===== src/rtl/muldiv_unit.sv =====
// ---------------------------------------------------------------------------
// muldiv_unit
//   Iterative RV32M multiply/divide execute unit. Multiplies by shift-add on
//   operand magnitudes, divides by restoring division (one bit per cycle),
//   then applies sign correction and selects the result field. The result is
//   handed back to the register bank through a one-cycle writeback strobe.
//
// Ports
//   clk      in   1     clock, rising edge
//   rst_n    in   1     asynchronous active-low reset
//   start    in   1     request, honoured only while idle and not busy
//   kill     in   1     flush of the in-flight operation (no writeback)
//   op       in   3     funct3 (MUL,MULH,MULHSU,MULHU,DIV,DIVU,REM,REMU)
//   rs1_val  in   XLEN  operand A / dividend
//   rs2_val  in   XLEN  operand B / divisor
//   rd_in    in   5     destination register index
//   busy     out  1     operation in flight (through the done cycle)
//   done     out  1     one-cycle completion pulse
//   reg_we   out  1     register-bank write enable (done && rd != 0)
//   rd       out  5     destination register of the completed op
//   rd_val   out  XLEN  result, held until the next completion
// ---------------------------------------------------------------------------
module muldiv_unit #(
  parameter int XLEN      = 32,
  parameter bit EARLY_OUT = 1'b1
) (
  input  logic            clk,
  input  logic            rst_n,
  input  logic            start,
  input  logic            kill,
  input  logic [2:0]      op,
  input  logic [XLEN-1:0] rs1_val,
  input  logic [XLEN-1:0] rs2_val,
  input  logic [4:0]      rd_in,
  output logic            busy,
  output logic            done,
  output logic            reg_we,
  output logic [4:0]      rd,
  output logic [XLEN-1:0] rd_val
);

  localparam int              CW       = $clog2(XLEN);
  localparam logic [XLEN-1:0] ZERO     = {XLEN{1'b0}};
  localparam logic [XLEN-1:0] ONES     = {XLEN{1'b1}};
  localparam logic [XLEN-1:0] MIN_INT  = {1'b1, {(XLEN-1){1'b0}}};
  localparam logic [CW-1:0]   CNT_INIT = CW'(XLEN-1);
  localparam logic [CW-1:0]   CNT_ZERO = {CW{1'b0}};
  localparam logic [CW-1:0]   CNT_ONE  = {{(CW-1){1'b0}}, 1'b1};

  typedef enum logic [1:0] {
    S_IDLE = 2'd0,
    S_CALC = 2'd1,
    S_FIX  = 2'd2,
    S_DONE = 2'd3
  } state_t;

  // Two's-complement negation of an XLEN-wide value.
  function automatic logic [XLEN-1:0] neg_f(input logic [XLEN-1:0] v);
    return (~v) + {{(XLEN-1){1'b0}}, 1'b1};
  endfunction

  // Two's-complement negation of a double-width product.
  function automatic logic [2*XLEN-1:0] neg2_f(input logic [2*XLEN-1:0] v);
    return (~v) + {{(2*XLEN-1){1'b0}}, 1'b1};
  endfunction

  state_t            state_r, state_s;
  logic [CW-1:0]     cnt_r;
  logic [2:0]        op_r;
  logic [4:0]        rd_lat_r;
  logic              sa_r, sb_r, dz_r, ov_r;
  logic [XLEN-1:0]   a_r, b_r, hi_r, lo_r, res_r;

  logic              a_sgn_s, b_sgn_s, dz_in_s, ov_in_s, accept_s;
  logic [XLEN-1:0]   a_abs_s, b_abs_s;
  logic [XLEN:0]     sum_s, rsh_s, diff_s;
  logic [XLEN-1:0]   nhi_s, nlo_s;
  logic [2*XLEN-1:0] prod_s, prod_fix_s;
  logic [XLEN-1:0]   quo_s, rem_s, dividend_s, result_s;

  // Request decode: per-op operand signedness, magnitudes and special cases.
  always_comb begin
    a_sgn_s = 1'b0;
    b_sgn_s = 1'b0;
    case (op)
      3'b001, 3'b100, 3'b110: begin
        a_sgn_s = rs1_val[XLEN-1];
        b_sgn_s = rs2_val[XLEN-1];
      end
      3'b010: begin
        a_sgn_s = rs1_val[XLEN-1];
        b_sgn_s = 1'b0;
      end
      default: begin
        a_sgn_s = 1'b0;
        b_sgn_s = 1'b0;
      end
    endcase
    a_abs_s  = a_sgn_s ? neg_f(rs1_val) : rs1_val;
    b_abs_s  = b_sgn_s ? neg_f(rs2_val) : rs2_val;
    dz_in_s  = op[2] && (rs2_val == ZERO);
    // Only the signed divide ops (op[0]==0) can overflow.
    ov_in_s  = op[2] && !op[0] && (rs1_val == MIN_INT) && (rs2_val == ONES);
    // busy is still high in the done cycle, so a start there is not taken.
    accept_s = (state_r == S_IDLE) && !busy && start;
  end

  // One iteration of shift-add multiply or restoring divide.
  always_comb begin
    sum_s  = {1'b0, hi_r} + (lo_r[0] ? {1'b0, a_r} : {(XLEN+1){1'b0}});
    rsh_s  = {hi_r, lo_r[XLEN-1]};
    diff_s = rsh_s - {1'b0, b_r};
    if (op_r[2]) begin
      if (!diff_s[XLEN]) begin
        nhi_s = diff_s[XLEN-1:0];
        nlo_s = {lo_r[XLEN-2:0], 1'b1};
      end else begin
        nhi_s = rsh_s[XLEN-1:0];
        nlo_s = {lo_r[XLEN-2:0], 1'b0};
      end
    end else begin
      // Product shifts right one place, carry enters the top of hi.
      nhi_s = sum_s[XLEN:1];
      nlo_s = {sum_s[0], lo_r[XLEN-1:1]};
    end
  end

  // Sign correction and result-field selection.
  always_comb begin
    prod_s     = {hi_r, lo_r};
    prod_fix_s = (sa_r ^ sb_r) ? neg2_f(prod_s) : prod_s;
    dividend_s = sa_r ? neg_f(a_r) : a_r;
    if (dz_r) begin
      quo_s = ONES;
      rem_s = dividend_s;
    end else if (ov_r) begin
      quo_s = MIN_INT;
      rem_s = ZERO;
    end else begin
      quo_s = (sa_r ^ sb_r) ? neg_f(lo_r) : lo_r;
      rem_s = sa_r ? neg_f(hi_r) : hi_r;
    end
    case ({op_r[2], op_r[1:0] == 2'b00, op_r[1]})
      3'b010, 3'b011: result_s = prod_fix_s[XLEN-1:0];
      3'b000, 3'b001: result_s = prod_fix_s[2*XLEN-1:XLEN];
      3'b100, 3'b110: result_s = quo_s;
      3'b101, 3'b111: result_s = rem_s;
      default:        result_s = ZERO;
    endcase
  end

  // State register.
  always_ff @(posedge clk or negedge rst_n) begin
    if (!rst_n) begin
      state_r <= S_IDLE;
    end else begin
      state_r <= state_s;
    end
  end

  // Next-state logic.
  always_comb begin
    state_s = state_r;
    case (state_r)
      S_IDLE: begin
        if (accept_s) begin
          state_s = (EARLY_OUT && (dz_in_s || ov_in_s)) ? S_FIX : S_CALC;
        end else begin
          state_s = S_IDLE;
        end
      end
      S_CALC: begin
        if (kill) begin
          state_s = S_IDLE;
        end else if (cnt_r == CNT_ZERO) begin
          state_s = S_FIX;
        end else begin
          state_s = S_CALC;
        end
      end
      S_FIX: begin
        if (kill) begin
          state_s = S_IDLE;
        end else begin
          state_s = S_DONE;
        end
      end
      S_DONE:  state_s = S_IDLE;
      default: state_s = S_IDLE;
    endcase
  end

  // Datapath registers and the registered writeback outputs.
  always_ff @(posedge clk or negedge rst_n) begin
    if (!rst_n) begin
      cnt_r    <= CNT_ZERO;
      op_r     <= 3'b000;
      rd_lat_r <= 5'd0;
      sa_r     <= 1'b0;
      sb_r     <= 1'b0;
      dz_r     <= 1'b0;
      ov_r     <= 1'b0;
      a_r      <= ZERO;
      b_r      <= ZERO;
      hi_r     <= ZERO;
      lo_r     <= ZERO;
      res_r    <= ZERO;
      busy     <= 1'b0;
      done     <= 1'b0;
      reg_we   <= 1'b0;
      rd       <= 5'd0;
      rd_val   <= ZERO;
    end else begin
      case (state_r)
        S_IDLE: begin
          done   <= 1'b0;
          reg_we <= 1'b0;
          if (accept_s) begin
            op_r     <= op;
            rd_lat_r <= rd_in;
            sa_r     <= a_sgn_s;
            sb_r     <= b_sgn_s;
            dz_r     <= dz_in_s;
            ov_r     <= ov_in_s;
            a_r      <= a_abs_s;
            b_r      <= b_abs_s;
            hi_r     <= ZERO;
            // lo holds the multiplier, or the dividend being shifted out.
            lo_r     <= op[2] ? a_abs_s : b_abs_s;
            cnt_r    <= CNT_INIT;
            busy     <= 1'b1;
          end else begin
            busy <= 1'b0;
          end
        end
        S_CALC: begin
          if (kill) begin
            busy <= 1'b0;
          end else begin
            hi_r  <= nhi_s;
            lo_r  <= nlo_s;
            cnt_r <= cnt_r - CNT_ONE;
          end
        end
        S_FIX: begin
          if (kill) begin
            busy <= 1'b0;
          end else begin
            res_r <= result_s;
          end
        end
        S_DONE: begin
          if (kill) begin
            busy <= 1'b0;
          end else begin
            done   <= 1'b1;
            reg_we <= (rd_lat_r != 5'd0);
            rd     <= rd_lat_r;
            rd_val <= res_r;
          end
        end
        default: begin
          busy <= 1'b0;
        end
      endcase
    end
  end

endmodule


===== config.mk =====
export PLATFORM = sky130hd
export DESIGN_NAME = muldiv_unit
export DESIGN_NICKNAME = d
export VERILOG_FILES = /design/src/rtl/muldiv_unit.sv
export SDC_FILE = /design/constraint.sdc
export NUM_CORES = 1
export LEC_CHECK = 0
export ABC_AREA = 1
export BUFFER_PORTS_ARGS = -buffer_cell sky130_fd_sc_hd__buf_2
export CAP_MARGIN = 25
export CORE_MARGIN = 1.5
export CORE_UTILIZATION = 55
export DETAILED_ROUTE_END_ITERATION = 7
export PLACE_DENSITY_LB_ADDON = 0.3
export SYNTH_ARGS = -nofsm -noshare
export SYNTH_HDL_FRONTEND = slang
export SYNTH_SLANG_ARGS = --single-unit

===== constraint.sdc =====
create_clock -name clk -period 3.3 [get_ports clk]
set_input_delay 0.165 -clock clk [delete_from_list [all_inputs] [get_ports clk]]
set_output_delay 0.165 -clock clk [all_outputs]
set_load 0.05 [all_outputs]

## After elaboration in Yosys (flattened, before gate mapping)

Cells that the tools add are included.

| storage, ports and cells | value |
|---|---|
| flip-flop bits (word level) | 219 |
| input bits | 76 |
| output and inout port bits | 40 |

| cells by class | value |
|---|---|
| $add $sub $neg | 9 |
| eq/ne operators | 20 |
| multiplexer cells | 41 |
| bitwise gates (word level) | 8 |
| reduce and logical (&&, ||, !) cells | 29 |

Operators by type and width:

| kind | count |
|---|---|
| two-way mux 32 bit | 18 |
| adder 32 x 1 -> 32 bit (second input constant) | 5 |
| NOT 32 bit | 5 |
| one-hot mux 32 bit (2 select lines) | 2 |
| one-hot mux 32 bit (4 select lines) | 1 |
| adder 64 x 1 -> 64 bit (second input constant) | 1 |
| equality test 32 bit (second input constant) | 2 |
| two-way mux 64 bit | 1 |
| NOT 64 bit | 1 |
| adder 32 x 32 -> 33 bit | 1 |
| subtractor 33 x 32 -> 33 bit | 1 |
| zero test 32 bit | 1 |
| equality test 3 bit (second input constant) | 6 |
| two-way mux 2 bit | 5 |
| two-way mux 5 bit | 2 |
| one-hot mux 5 bit (2 select lines) | 1 |
| equality test 3 x 2 -> 1 bit (second input constant) | 3 |
| one-hot mux 2 bit (4 select lines) | 1 |
| AND reduction 2 bit | 4 |
| OR reduction 2 bit | 4 |
| two-way mux 1 bit | 7 |
| equality test 3 x 1 -> 1 bit (second input constant) | 2 |
| logical AND 1 bit | 6 |
| != test 2 bit (second input constant) | 3 |
| other kinds (17) | 24 |

## Logic depth before layout (Yosys ltp)

| depth | value |
|---|---|
| depth in word-level cells | 8 |
| depth in mapped cells | 21 |

## Least setup slack after synthesis

Ideal clock, no wire load.

| path | value |
|---|---|
| path kind | flip-flop to flip-flop |
| start point | register lo_r[0] |
| end point | register hi_r[29] |
| library setup time | 0.117 ns |
| arrival time | 2.273 ns |
| setup slack | 0.911 ns |
| cell stages (with the launch flop) | 21 |
| buffers on the path | 1 |
| cells stage by stage | dfrtp_1 -> buf_2 -> nand2_1 -> inv_1 -> ha_1 -> inv_1 -> fa_1 -> inv_1 -> nand2_1 -> o21ai_1 -> nand2_1 -> nand2_1 -> nand2_1 -> nand2_1 -> nand2_1 -> nand3_1 -> nand3_1 -> nand2_1 -> clkinv_1 -> nand2_1 -> nand2_1 |

| between the ends | value |
|---|---|
| word-level cells in the longest chain between the ends | 5 |

RTL lines:

| element | RTL line | text |
|---|---|---|
| from (decl) | 72 | `logic [XLEN-1:0] a_r, b_r, hi_r, lo_r, res_r;` |
| from (signal assigned) | 229 | `lo_r <= op[2] ? a_abs_s : b_abs_s;` |
| from (signal assigned) | 241 | `lo_r <= nlo_s;` |
| two-way mux 32 bit | 110 | `sum_s = {1'b0, hi_r} + (lo_r[0] ? {1'b0, a_r} : {(XLEN+1){1'b0}});` |
| adder 32 x 32 -> 33 bit | 110 |  |
| two-way mux 32 bit | 113 | `if (op_r[2]) begin` |
| two-way mux 32 bit | 237 | `if (kill) begin` |
| one-hot mux 32 bit (2 select lines) | 214 | `case (state_r)` |
| to (signal assigned) | 240 | `hi_r <= nhi_s;` |
| to (decl) | 72 |  |

Every way passes these cells. The select of a mux whose other input is x is not followed.
A chain may end at the register's enable or synchronous reset.

## Final worst setup path

| path | value |
|---|---|
| start point | register hi_r[0] |
| end point | register hi_r[28] |

| between the ends | value |
|---|---|
| word-level cells in the longest chain between the ends | 5 |

RTL lines:

| element | RTL line | text |
|---|---|---|
| subtractor 33 x 32 -> 33 bit | 112 | `diff_s = rsh_s - {1'b0, b_r};` |
| two-way mux 32 bit | 114 | `if (!diff_s[XLEN]) begin` |
| two-way mux 32 bit (*) | 113 |  |
| two-way mux 32 bit (*) | 237 |  |
| one-hot mux 32 bit (2 select lines) (*) | 214 |  |

Mark *: on every way between the ends. The rest lies on a longest branch, timed or not. The select of a mux whose other input is x is not followed.

==> flow_summary.yaml <==
place:
  hpwl_um: 75800
  place.gp.congestion: 1.11
  portBuffers: 115
sta:
  slew_headroom: 0.377
  tightest_slew_ns: 0.934
  finalSetupViolCount: 0
  tns_ns: 0
  timing.hold.ws_ns: 0.0180
  period_share: 0.891
  fin_worst_skew_ns: 0.0167
  report.final.slew_viol_count: 0
  rsz0062_at_grt: "no"
  min_period_ns: 2.94
  finalHoldViolCount: 0
  clock.fmax_mhz: 340
cts:
  clk_pin_slew_worst_paths_ns: 0.06
  ctsHoldBuffers: 30
  cts_tree: "built"
  cts.repair.resized: 0
  cts_buffer_depth: 3
  clk_latency_ns: 0.56
  cts-root-buf: "clkbuf_16"
  postCtsSetupRepairBufs: 0
  htree_levels: 1
  cts_sinks: 219
  cts_made_buffers: 25
worst_setup_path:
  path_class: "register to register"
  cp_common_cell: "nand2_1"
  startpoint_type: "register"
  end_kind: "register"
  cpPeakStageDelay_ns: 0.51
  path_cells: "inv_1, fa_1, inv_1, nand2_1, nand2_1, nand3_1, nand2_2, nand2_2, nand2_2, nand2_2, nand2_2, nand2_4, nand2_4, nand2_1, nand2_1, nand2_1, nand2_1, nand2_1"
  arrival_ns: 3.38
  crit_slowest_cell: "dfrtp_1"
  timing.critical_path.buf_inv: 2
  required_ns: 3.75
  crit_fanout: 33
  cp_top_family: "simple AND/OR/NAND/NOR gates"
synth:
  synth.distinct_cells: 47
  ys.flop_type: "dfrtp_1"
  synth_top_family_by_area: "simple AND/OR/NAND/NOR gates"
  synth_edf_count: 0
  mappedNetlistArea_sq_um: 22400
  yosys.area_share.adder: 0.0415
  synth-compound-area-share: 0.110
  synthTopCellsByArea: "dfrtp_1 25%, nand2_1 24%, nand3_1 9.6%, inv_1 9.0%, nor2_1 6.9%"
  async_flop_share: 1.00
  ys_ff_latch: 219
  ys_warn_count: 0
  synth_top_cell_area_share: 0.245
  synth_mux_area_frac: 0
  synth_simple_gate_area_frac: 0.453
  yosysSeqAreaShare: 0.245
  syn_inst: 3965
  synth_commonest_cells: "1434 x nand2_1, 538 x inv_1, 427 x nand3_1, 413 x nor2_1, 236 x o21ai_0"
  syn_area_per_cell_sq_um: 5.64
  synthXorXnorAreaFrac: 0.0321
  synth.most_common_cell: "nand2_1"
  syn_nets: 4114
  yosysTopAreaCell: "dfrtp_1"
layout:
  antenna_cells: 0
  fill_cells: 3953
  area_growth_pct: 11.1
  drive_above_1_share: 0.0743
  nNetsFinal: 4233
die:
  die_h_um: 205
  core.rowCount: 73
  ioPinCount: 116
  core_area_sq_um: 39900
  die_area_sq_um: 41900
  die-width_um: 205
  start_util: 0.560
route:
  first_iter_violations: 3991
  dr.pass1.iters: 8
  vias: 27100
  drc: 1
  drt_wl_total_um: 95400
  ant_nets: 0
  vias_per_cell: 5.85
  wl_per_cell_um: 20.6
grt:
  gr-total-overflow: 0
  antenna_found_initial: 1
  grt_pass1_wl_um: 143000
  first_global_vias: 24100
  grt_use_total: 0.452
  grt_max_degree: 111
hold_path:
  hp-class: "input pin to register"
pwr:
  power-per-cell-area_nw_per_um2: 1050
  peakVddDrop_mv: 0.598
  leakage_nw: 13.8
status:
  violations: "DRC"
  outcome: "finished, violations left"
job:
  drv_cap: 0
-- tightest hold or removal path: stages --
cell and delay (ns):
buf_2 0.09, inv_1 0.09, o21ai_0 0.18
-- cell families (layout without fill, tap and decap cells) --
family / after synthesis / count (layout)
XOR/XNOR: 82 / 82
buffers and inverters: 685 / 823
flip-flops: 219 / 219
AND/OR/NAND/NOR: 2441 / 2441
AO/OA/AOI/OAI: 465 / 465
adder cells (fa/ha/maj): 73 / 73
-- where the power goes --
part	leakage (nW)	internal, mW	switching (mW)
Sequential	2.75	3.55	1.45
Combinational	10.6	5.38	12.9
Clock	0.404	1.62	1.23
Total	13.8	10.5	15.5
-- cell type report --
class                      count  area, sq um  area share
clock inverter                12          110     0.00443
multi-input combinational   3061        14300       0.574
tap                          525          657      0.0264
inverter                     552         2070      0.0834
timing repair buffer         225         1540      0.0618
sequential                   219         5490       0.221
clock buffer                  34          719      0.0289
-- cells in the final DEF (no fill, tap or decap), types with 71 or more instances in the layout --
master	count
dfrtp_1	217
nand3_1	426
inv_1	536
a21oi_1	150
o21ai_0	236
nor2_1	411
buf_2	114
ha_1	71
buf_4	76
nand2_1	1434
-- per-layer routing --
metal / vias to the layer above / part of all wire / track usage
met3: 251 / 0.14 / 0.122
li1: 12800 / - / -
met4: 2 / 0.049 / 0.184
met5: - / 0.00014 / 0
met2: 1816 / 0.40 / 0.639
met1: 12200 / 0.41 / 0.646
-- final timing paths --
check,start,cells after the start,to,slack [ns]
hold / removal,op[0],3,op_r[0],0.02
setup / recovery,hi_r[0],18,hi_r[28],0.36
hold reg to reg,rd_val[9],2,rd_val[9],0.46
max in group asynchronous,rst_n,3,b_r[6],2.22
setup reg to reg,hi_r[0],18,hi_r[28],0.36
min in group asynchronous,rst_n,2,rd_val[14],0.18
-- per-stage QoR --
step / instances / setup slack [ns] / util / cell area, sq um / power, mW
finish: 4628 / 0.361 / 0.623 / 24900 / 26.1
global route: 4628 / 0.214 / 0.623 / 24900 / 27.9
CTS: 4627 / 0.387 / 0.622 / 24800 / 25.1
detailed placement: 4551 / 0.399 / 0.594 / 23700 / 22.2
global placement: 4551 / 0.480 / 0.594 / 23700 / 22.2
floorplan: 3965 / 0.911 / - / 22400 / 16.3
-- flip-flops by register name (all words and copies together) (netlist names) --
| register | flops |
|---|---|
| a_r | 32 |
| b_r | 32 |
| hi_r | 32 |
| lo_r | 32 |
| rd_val | 32 |
| res_r | 32 |
| cnt_r | 5 |
| rd | 5 |
| rd_lat_r | 5 |
| op_r | 3 |
| state_r | 2 |
| busy | 1 |
| done | 1 |
| dz_r | 1 |
| ov_r | 1 |
| reg_we | 1 |
| sa_r | 1 |
| sb_r | 1 |
(Power assumes the default switching activity.)
